==> src/rtl/canvas_stroke_arbiter.sv <==
// Round-robin arbiter between local/remote stroke points; rasterises a clipped square brush into pixel writes.
// Optional macro CANVAS_STROKE_DEDUP_EN drops repeated identical points per port.
module canvas_stroke_arbiter #(
  parameter int CANVAS_W = 320,
  parameter int CANVAS_H = 180,
  parameter int ADDR_W   = 16
) (
  input  logic              clk_in,
  input  logic              rst_in,
  input  logic              req0_valid_in,
  output logic              req0_ready_out,
  input  logic [9:0]        req0_x_in,
  input  logic [8:0]        req0_y_in,
  input  logic [3:0]        req0_color_in,
  input  logic [2:0]        req0_sw_in,
  input  logic              req1_valid_in,
  output logic              req1_ready_out,
  input  logic [9:0]        req1_x_in,
  input  logic [8:0]        req1_y_in,
  input  logic [3:0]        req1_color_in,
  input  logic [2:0]        req1_sw_in,
  input  logic              wr_ready_in,
  output logic              wr_en_out,
  output logic [ADDR_W-1:0] wr_addr_out,
  output logic [3:0]        wr_color_out,
  output logic              busy_out,
  output logic              grant_out
);

  typedef enum logic [1:0] {IDLE, SETUP, STAMP} state_e;

  localparam logic signed [11:0] X_MAX = 12'(CANVAS_W - 1);
  localparam logic signed [11:0] Y_MAX = 12'(CANVAS_H - 1);

  state_e              state_q, state_d;
  logic [9:0]          x_q, x_d, x0_q, x0_d, x1_q, x1_d, cx_q, cx_d;
  logic [8:0]          y_q, y_d, y1_q, y1_d, cy_q, cy_d;
  logic [3:0]          color_q, color_d, wr_color_q, wr_color_d;
  logic [2:0]          sw_q, sw_d;
  logic                grant_q, grant_d, wr_en_q, wr_en_d;
  logic [ADDR_W-1:0]   wr_addr_q, wr_addr_d;

  logic                sel, hs, dup, drop;
  logic [25:0]         in_tuple;
  logic signed [11:0]  xs_lo, xs_hi, ys_lo, ys_hi;
  logic [9:0]          bx0, bx1;
  logic [8:0]          by0, by1;

  function automatic logic [ADDR_W-1:0] pix_addr(input logic [9:0] x, input logic [8:0] y);
    return ADDR_W'(32'(y) * 32'(CANVAS_W) + 32'(x));
  endfunction

  // Both valid: the port that was not served last wins.
  assign sel      = req1_valid_in && (!req0_valid_in || !grant_q);
  assign hs       = (state_q == IDLE) && (sel ? req1_valid_in : req0_valid_in);
  assign in_tuple = sel ? {req1_x_in, req1_y_in, req1_color_in, req1_sw_in}
                        : {req0_x_in, req0_y_in, req0_color_in, req0_sw_in};

  assign req0_ready_out = (state_q == IDLE) && !sel;
  assign req1_ready_out = (state_q == IDLE) && sel;

`ifdef CANVAS_STROKE_DEDUP_EN
  logic [25:0] last0_q, last0_d, last1_q, last1_d;
  logic        last0_vld_q, last0_vld_d, last1_vld_q, last1_vld_d;

  assign dup = sel ? (last1_vld_q && (last1_q == in_tuple))
                   : (last0_vld_q && (last0_q == in_tuple));

  always_comb begin
    last0_d     = last0_q;
    last1_d     = last1_q;
    last0_vld_d = last0_vld_q;
    last1_vld_d = last1_vld_q;
    if (hs) begin
      if (sel) begin
        last1_d     = in_tuple;
        last1_vld_d = 1'b1;
      end else begin
        last0_d     = in_tuple;
        last0_vld_d = 1'b1;
      end
    end
  end

  always_ff @(posedge clk_in) begin
    if (rst_in) begin
      last0_q     <= '0;
      last1_q     <= '0;
      last0_vld_q <= 1'b0;
      last1_vld_q <= 1'b0;
    end else begin
      last0_q     <= last0_d;
      last1_q     <= last1_d;
      last0_vld_q <= last0_vld_d;
      last1_vld_q <= last1_vld_d;
    end
  end
`else
  assign dup = 1'b0;
`endif

  // Clipped box, widened to signed 12 bits so x-sw and y+sw cannot wrap.
  always_comb begin
    xs_lo = $signed({2'b00, x_q}) - $signed({9'b0, sw_q});
    xs_hi = $signed({2'b00, x_q}) + $signed({9'b0, sw_q});
    ys_lo = $signed({3'b000, y_q}) - $signed({9'b0, sw_q});
    ys_hi = $signed({3'b000, y_q}) + $signed({9'b0, sw_q});
    bx0   = (xs_lo < 0) ? '0 : xs_lo[9:0];
    bx1   = (xs_hi > X_MAX) ? X_MAX[9:0] : xs_hi[9:0];
    by0   = (ys_lo < 0) ? '0 : ys_lo[8:0];
    by1   = (ys_hi > Y_MAX) ? Y_MAX[8:0] : ys_hi[8:0];
    drop  = (32'(x_q) >= 32'(CANVAS_W)) || (32'(y_q) >= 32'(CANVAS_H));
  end

  always_comb begin
    state_d    = state_q;
    x_d        = x_q;
    y_d        = y_q;
    color_d    = color_q;
    sw_d       = sw_q;
    grant_d    = grant_q;
    x0_d       = x0_q;
    x1_d       = x1_q;
    y1_d       = y1_q;
    cx_d       = cx_q;
    cy_d       = cy_q;
    wr_en_d    = wr_en_q;
    wr_addr_d  = wr_addr_q;
    wr_color_d = wr_color_q;
    case (state_q)
      IDLE: begin
        if (hs && !dup) begin
          {x_d, y_d, color_d, sw_d} = in_tuple;
          grant_d = sel;
          state_d = SETUP;
        end
      end
      SETUP: begin
        if (drop) begin
          state_d = IDLE;
        end else begin
          x0_d       = bx0;
          x1_d       = bx1;
          y1_d       = by1;
          cx_d       = bx0;
          cy_d       = by0;
          wr_en_d    = 1'b1;
          wr_addr_d  = pix_addr(bx0, by0);
          wr_color_d = color_q;
          state_d    = STAMP;
        end
      end
      STAMP: begin
        if (wr_en_q && wr_ready_in) begin
          if (cx_q == x1_q) begin
            if (cy_q == y1_q) begin
              wr_en_d = 1'b0;
              state_d = IDLE;
            end else begin
              cx_d = x0_q;
              cy_d = cy_q + 9'd1;
            end
          end else begin
            cx_d = cx_q + 10'd1;
          end
          wr_addr_d = pix_addr(cx_d, cy_d);
        end
      end
      default: state_d = IDLE;
    endcase
  end

  always_ff @(posedge clk_in) begin
    if (rst_in) begin
      state_q    <= IDLE;
      x_q        <= '0;
      y_q        <= '0;
      color_q    <= '0;
      sw_q       <= '0;
      grant_q    <= 1'b1;
      x0_q       <= '0;
      x1_q       <= '0;
      y1_q       <= '0;
      cx_q       <= '0;
      cy_q       <= '0;
      wr_en_q    <= 1'b0;
      wr_addr_q  <= '0;
      wr_color_q <= '0;
    end else begin
      state_q    <= state_d;
      x_q        <= x_d;
      y_q        <= y_d;
      color_q    <= color_d;
      sw_q       <= sw_d;
      grant_q    <= grant_d;
      x0_q       <= x0_d;
      x1_q       <= x1_d;
      y1_q       <= y1_d;
      cx_q       <= cx_d;
      cy_q       <= cy_d;
      wr_en_q    <= wr_en_d;
      wr_addr_q  <= wr_addr_d;
      wr_color_q <= wr_color_d;
    end
  end

  assign wr_en_out    = wr_en_q;
  assign wr_addr_out  = wr_addr_q;
  assign wr_color_out = wr_color_q;
  assign busy_out     = (state_q != IDLE);
  assign grant_out    = grant_q;

endmodule

==> config.mk <==
export PLATFORM = sky130hd
export DESIGN_NAME = canvas_stroke_arbiter
export DESIGN_NICKNAME = d
export VERILOG_FILES = /design/src/rtl/canvas_stroke_arbiter.sv
export SDC_FILE = /design/constraint.sdc
export NUM_CORES = 1
export LEC_CHECK = 0
export BUFFER_PORTS_ARGS = -buffer_cell sky130_fd_sc_hd__buf_4
export CAP_MARGIN = 20
export CORE_MARGIN = 3
export CORE_UTILIZATION = 30
export CTS_CLUSTER_SIZE = 24
export DETAILED_ROUTE_END_ITERATION = 6
export PLACE_DENSITY = 0.52
export SETUP_SLACK_MARGIN = 0.15
export SKIP_CTS_REPAIR_TIMING = 1
export SLEW_MARGIN = 20
export SYNTH_ARGS = -nofsm -noshare
export SYNTH_HDL_FRONTEND = slang
export SYNTH_SLANG_ARGS = --single-unit
==> constraint.sdc <==
create_clock -name clk_in -period 7.3 [get_ports clk_in]
set_input_delay 1.46 -clock clk_in [delete_from_list [all_inputs] [get_ports clk_in]]
set_output_delay 1.46 -clock clk_in [all_outputs]
set_load 0.02 [all_outputs]
# Word level (Yosys, flattened, before mapping)
# Cells that the tools add are included.
[totals]
regBits = 98
output_inout_bits = 25
word_cells = 92
[op_classes]
add_sub_neg = 8
multipliers = 2
order_cmp = 6
n_eq_ne = 9
muxes = 34
n_bitwise = 1
n_reduce_logical = 18
[ops]
columns = ["operator", "count"]
rows = [
  ["$mux W10", 8],
  ["$mux W9", 8],
  ["$add A16 B10 Y16", 2],
  ["$mux W16", 2],
  ["$pmux W16 S2", 1],
  ["$mux W26", 1],
  ["$mul A9 B3 Y10 const B", 2],
  ["$pmux W10 S2", 1],
  ["$pmux W9 S2", 1],
  ["$add A10 B3 Y11", 1],
  ["$gt A11 B9 Y1 const B", 1],
  ["$lt A11 B1 Y1 const B", 1],
  ["$sub A10 B3 Y11", 1],
  ["$add A10 B1 Y10 const B", 1],
  ["$add A9 B3 Y10", 1],
  ["$eq A10 B10 Y1", 1],
  ["$ge A10 B9 Y1 const B", 1],
  ["$gt A10 B8 Y1 const B", 1],
  ["$lt A10 B1 Y1 const B", 1],
  ["$mux W2", 5],
  ["$ne A2 B2 Y1 const B", 5],
  ["$sub A9 B3 Y10", 1],
  ["$add A9 B1 Y9 const B", 1],
  ["$eq A9 B9 Y1", 1],
  ["16 further kinds", 29],
]

# Depth between registers and ports, before layout
[logic_depth]
word_depth = 9
mapped_depth = 19

# Least setup slack after synthesis
# Ideal clock, no wire load.
[synth_path]
path_kind = "flip-flop to flip-flop"
startpoint = "reg sw_q[2]"
endpoint = "reg wr_addr_q[14], in the netlist wr_addr_out[14]"
t_arrival_ns = 3.907
path_slack_ns = 3.302
stages_incl_launch_ff = 18
path_buffers = 1
synth_period_minus_slack_ns = 3.998
cell_sequence = "dfxtp_1 -> inv_1 -> ha_1 -> buf_2 -> a211oi_2 -> nand3_1 -> nor3_1 -> nor2_1 -> ha_1 -> ha_1 -> inv_1 -> fa_1 -> xnor2_1 -> nor4b_1 -> nand3_1 -> xnor2_1 -> nand2_1 -> a311oi_1"
[synth_via]
elab_chain_len = 7
[synth_lines]
columns = ["item", "line_no", "source"]
rows = [
  ["from (decl)", "39", "logic [2:0] sw_q, sw_d;"],
  ["from (signal assigned)", "194", "sw_q <= sw_d;"],
  ["$sub A9 B3 Y10", "106", "ys_lo = $signed({3'b000, y_q}) - $signed({9'b0, sw_q});"],
  ["$lt A10 B1 Y1", "110", "by0 = (ys_lo < 0) ? '0 : ys_lo[8:0];"],
  ["$mux W9", "110", ""],
  ["$mul A9 B3 Y10", "50", "return ADDR_W'(32'(y) * 32'(CANVAS_W) + 32'(x));"],
  ["$add A16 B10 Y16 (*)", "50", ""],
  ["$mux W16 (*)", "139", "if (drop) begin"],
  ["$pmux W16 S2 (*)", "130", "case (state_q)"],
  ["to (signal assigned)", "202", "wr_addr_q <= wr_addr_d;"],
  ["to (decl)", "41", "logic [ADDR_W-1:0] wr_addr_q, wr_addr_d;"],
]
# Every way passes the cells marked *; elsewhere a longest branch is shown, timed or not. The select of a mux whose other input is x is not followed.
# A chain may end at the register's enable or synchronous reset.

# Final worst setup path
[layout_path]
startpoint = "reg cx_q[6]"
endpoint = "reg wr_addr_q[15], in the netlist wr_addr_out[15]"
[layout_via]
elab_chain_len = 8
[layout_lines]
columns = ["item", "line_no", "source"]
rows = [
  ["from (decl)", "36", "logic [9:0] x_q, x_d, x0_q, x0_d, x1_q, x1_d, cx_q, cx_d;"],
  ["from (signal assigned)", "184", "cx_q <= '0;"],
  ["from (signal assigned)", "199", "cx_q <= cx_d;"],
  ["$eq A10 B10 Y1", "155", "if (cx_q == x1_q) begin"],
  ["$mux W9", "155", ""],
  ["$mux W9", "154", "if (wr_en_q && wr_ready_in) begin"],
  ["$mux W9", "130", ""],
  ["$mul A9 B3 Y10", "50", ""],
  ["$add A16 B10 Y16 (*)", "50", ""],
  ["$mux W16 (*)", "154", ""],
  ["$pmux W16 S2 (*)", "130", ""],
]
# Marks and branches as above.

==> results.cfg <==
[finish]
diodes = 0
post_layout_nonfiller_instances = 1162
post-route-util_pct = 35.8
fin_area_sq_um = 7940
final_common_cell = nor2_1
areaGrowthSynthToFinish_pct = 15.7
final_cell_mix = 105 x nor2_1, 92 x dfxtp_1, 86 x buf_4
fillers = 2317
drive_above_1_share_pct = 14.1
nets = 989

[timing]
worst_pin_slew_ns = 1.04
final_max_slew_viol_count = 0
relSlewSlack_pct = 31.0
fmax_ghz = 0.209
fin_skew_ns = 0.0129
hold_viol_final = 0
fin_crit_ns = 4.79
tns_ns = 0
setup-violations-final = 0
period_share_pct = 65.7
rsz0062_at_grt = no
hold_ws_ns = 0.453

[yosys]
synthesis.area_sq_um = 6860
yosysTopAreaCell = dfxtp_1
synth_seq_cells = 92
synth_flop_cell = dfxtp_1
ys_top_cells_by_area = dfxtp_1 27%, ha_1 8.4%, xnor2_1 6.3%, nor2_1 5.8%, mux2i_1 5.3%
syn_nets = 952
synth_edf_count = 0
synth_top_area_share_pct = 26.9
yosys_warnings = 0
synth_cell_type_count = 75
syn_inst = 841
avgSynthCellArea_sq_um = 8.15
synthArstFlopShare_pct = 0
yosysSeqAreaShare_pct = 26.9

[critical_path]
crit_top_cell = ha_1
crit_slowest_cell = and2_1
crit_fanout = 18
arrival_ns = 5.05
cp-start-kind = register
cp-end-kind = register
path_class = register to register
crit_chain = xnor2_2 -> nand4_2 -> nor3_4 -> and2_1 -> mux2_2 -> ha_1 -> ha_1 -> inv_1 -> fa_1 -> xor2_1 -> nor4_1 -> nand4_1 -> xor3_1 -> o31ai_1
slowest_delay_ns = 0.73
cp_data_required_time_ns = 7.56

[clocking]
numClockSinks = 92
clockBufferDepth = 2
insertion_delay_ns = 0.35
cts_tree = yes
htreeDepth = 3
path_clk_slew_ns = 0.07
numCtsBuffers = 9
clockRootBuffer = clkbuf_16

[pwr]
leakage_nw = 3.24
p_per_area_nw_per_um2 = 289
vdd_drop_max_v = 0.000121

[place]
dpl.hpwl_microns = 14000
numPortBuffers = 81
place.gp.congestion = 0.818
dpl_cell_area_sq_um = 7590
dp.cells = 1145

[job]
maxCapViolCount = 0

[floorplan]
core_sq_um = 22200
die_h_microns = 157
die-area_sq_um = 24700
fp-row-count = 54
die_x_microns = 157
initial_utilization_pct = 30.9
ioPinCount = 82

[route]
via_count = 5874
ant_nets = 0
viasPerCell = 5.06
firstDrtPassIters = 5
wl_met3_microns = 903
drc_errors = 0
highest_layer = met4
routedWlPerCell_microns = 16.0
met1Wirelength_microns = 9540
wl_met2_microns = 7940
drt_iter0_drc = 351
drt-total-wl_microns = 18600

[grt]
grt_overflow = 0
grt_start_max_net_pins = 96
grt_first_pass_wirelength_microns = 30300
grt_pass1_vias = 5655
antenna_found_initial = 0
track_usage_pct = 15.3

[run_status]
status = complete, no violations

[min_path]
hp-class = register to register
[Yosys cell counts (8+ instances only)]
master,number
nand2_1,59
xor2_1,22
ha_1,46
nor2_1,106
dfxtp_1,92
xnor2_1,49
clkbuf_1,41
nor2b_1,8
and2_1,8
nand3_1,22
o21ai_0,16
mux2i_1,36
o21ai_1,12
inv_1,36
nand3b_1,10
fa_1,8
a21oi_1,56
nor3_1,15
a211oi_1,46
buf_2,9
nand4_1,10
nand2b_1,13
[state kept, by name (all words and copies together) (netlist names), 9 cells and up]
name         flops
x_q             10
x0_q            10
cy_q             9
cx_q            10
y1_q             9
y_q              9
wr_addr_out     10
x1_q            10
[area by class of cell]
type                    instances  area [sq um]  share of cell area, %
clock buffers                  10           229                   2.89
clock inverters                 5          61.3                  0.773
inverters                      37           139                   1.75
multi-input cells             650          4610                   58.1
flip-flops and latches         92          1840                   23.2
well taps                     280           350                   4.42
repair buffers                 88           701                   8.83
[through the flow]
step	power [mW]	setup slack, ns
4_1_cts	2.31	2.51
5_1_grt	2.47	2.02
2_1_floorplan	1.53	3.30
6_report	2.30	2.51
3_5_place_dp	1.83	2.55
3_3_place_gp	1.82	2.62
[report_power, final]
part	leakage (nW)	internal, mW	switching, mW	total, mW
registers	0.753	0.563	0.0776	0.640
logic	2.35	0.494	0.687	1.18
clock network	0.131	0.265	0.209	0.474
total	3.24	1.32	0.974	2.30
[cells by family (layout without fill, tap and decap cells)]
| group | after synthesis | count (layout) | share of synthesized area [%] |
|---|---|---|---|
| mux | 40 | 40 | 5.91 |
| xor+xnor | 74 | 74 | 9.98 |
| fa+ha+maj | 54 | 54 | 10.7 |
| compound gates | 199 | 199 | 19.8 |
| flops | 92 | 92 | 26.9 |
| buf+inv | 99 | 140 | 6.18 |
| simple gates | 283 | 283 | 20.5 |
[per-layer routing]
layer / up-vias / global-route usage, %
met5: - / 0
met4: 0 / 3.68
li1: 3038 / -
met3: 15 / 3.00
met2: 135 / 23.1
met1: 2686 / 22.6
[worst paths after layout]
| path | slack, ns | end | cells after the start | start |
|---|---|---|---|---|
| hold / removal | 0.45 | wr_color_out[3] | 2 | color_q[3] |
| setup reg to reg | 2.51 | wr_addr_out[15] | 14 | cx_q[6] |
| setup / recovery | 2.51 | wr_addr_out[15] | 14 | cx_q[6] |
| hold reg to reg | 0.45 | wr_color_out[3] | 2 | color_q[3] |
[critical path: cells and delay by family, from the launching register on]
kind / cells / cell delay [ns]
mux: 1 / 0.46
fa+ha+maj: 3 / 0.86
buf+inv: 1 / 0.07
compound gates: 1 / 0.18
xor+xnor: 3 / 0.75
flops: 1 / 0.52
simple gates: 5 / 1.83
(Power assumes the default switching activity.)
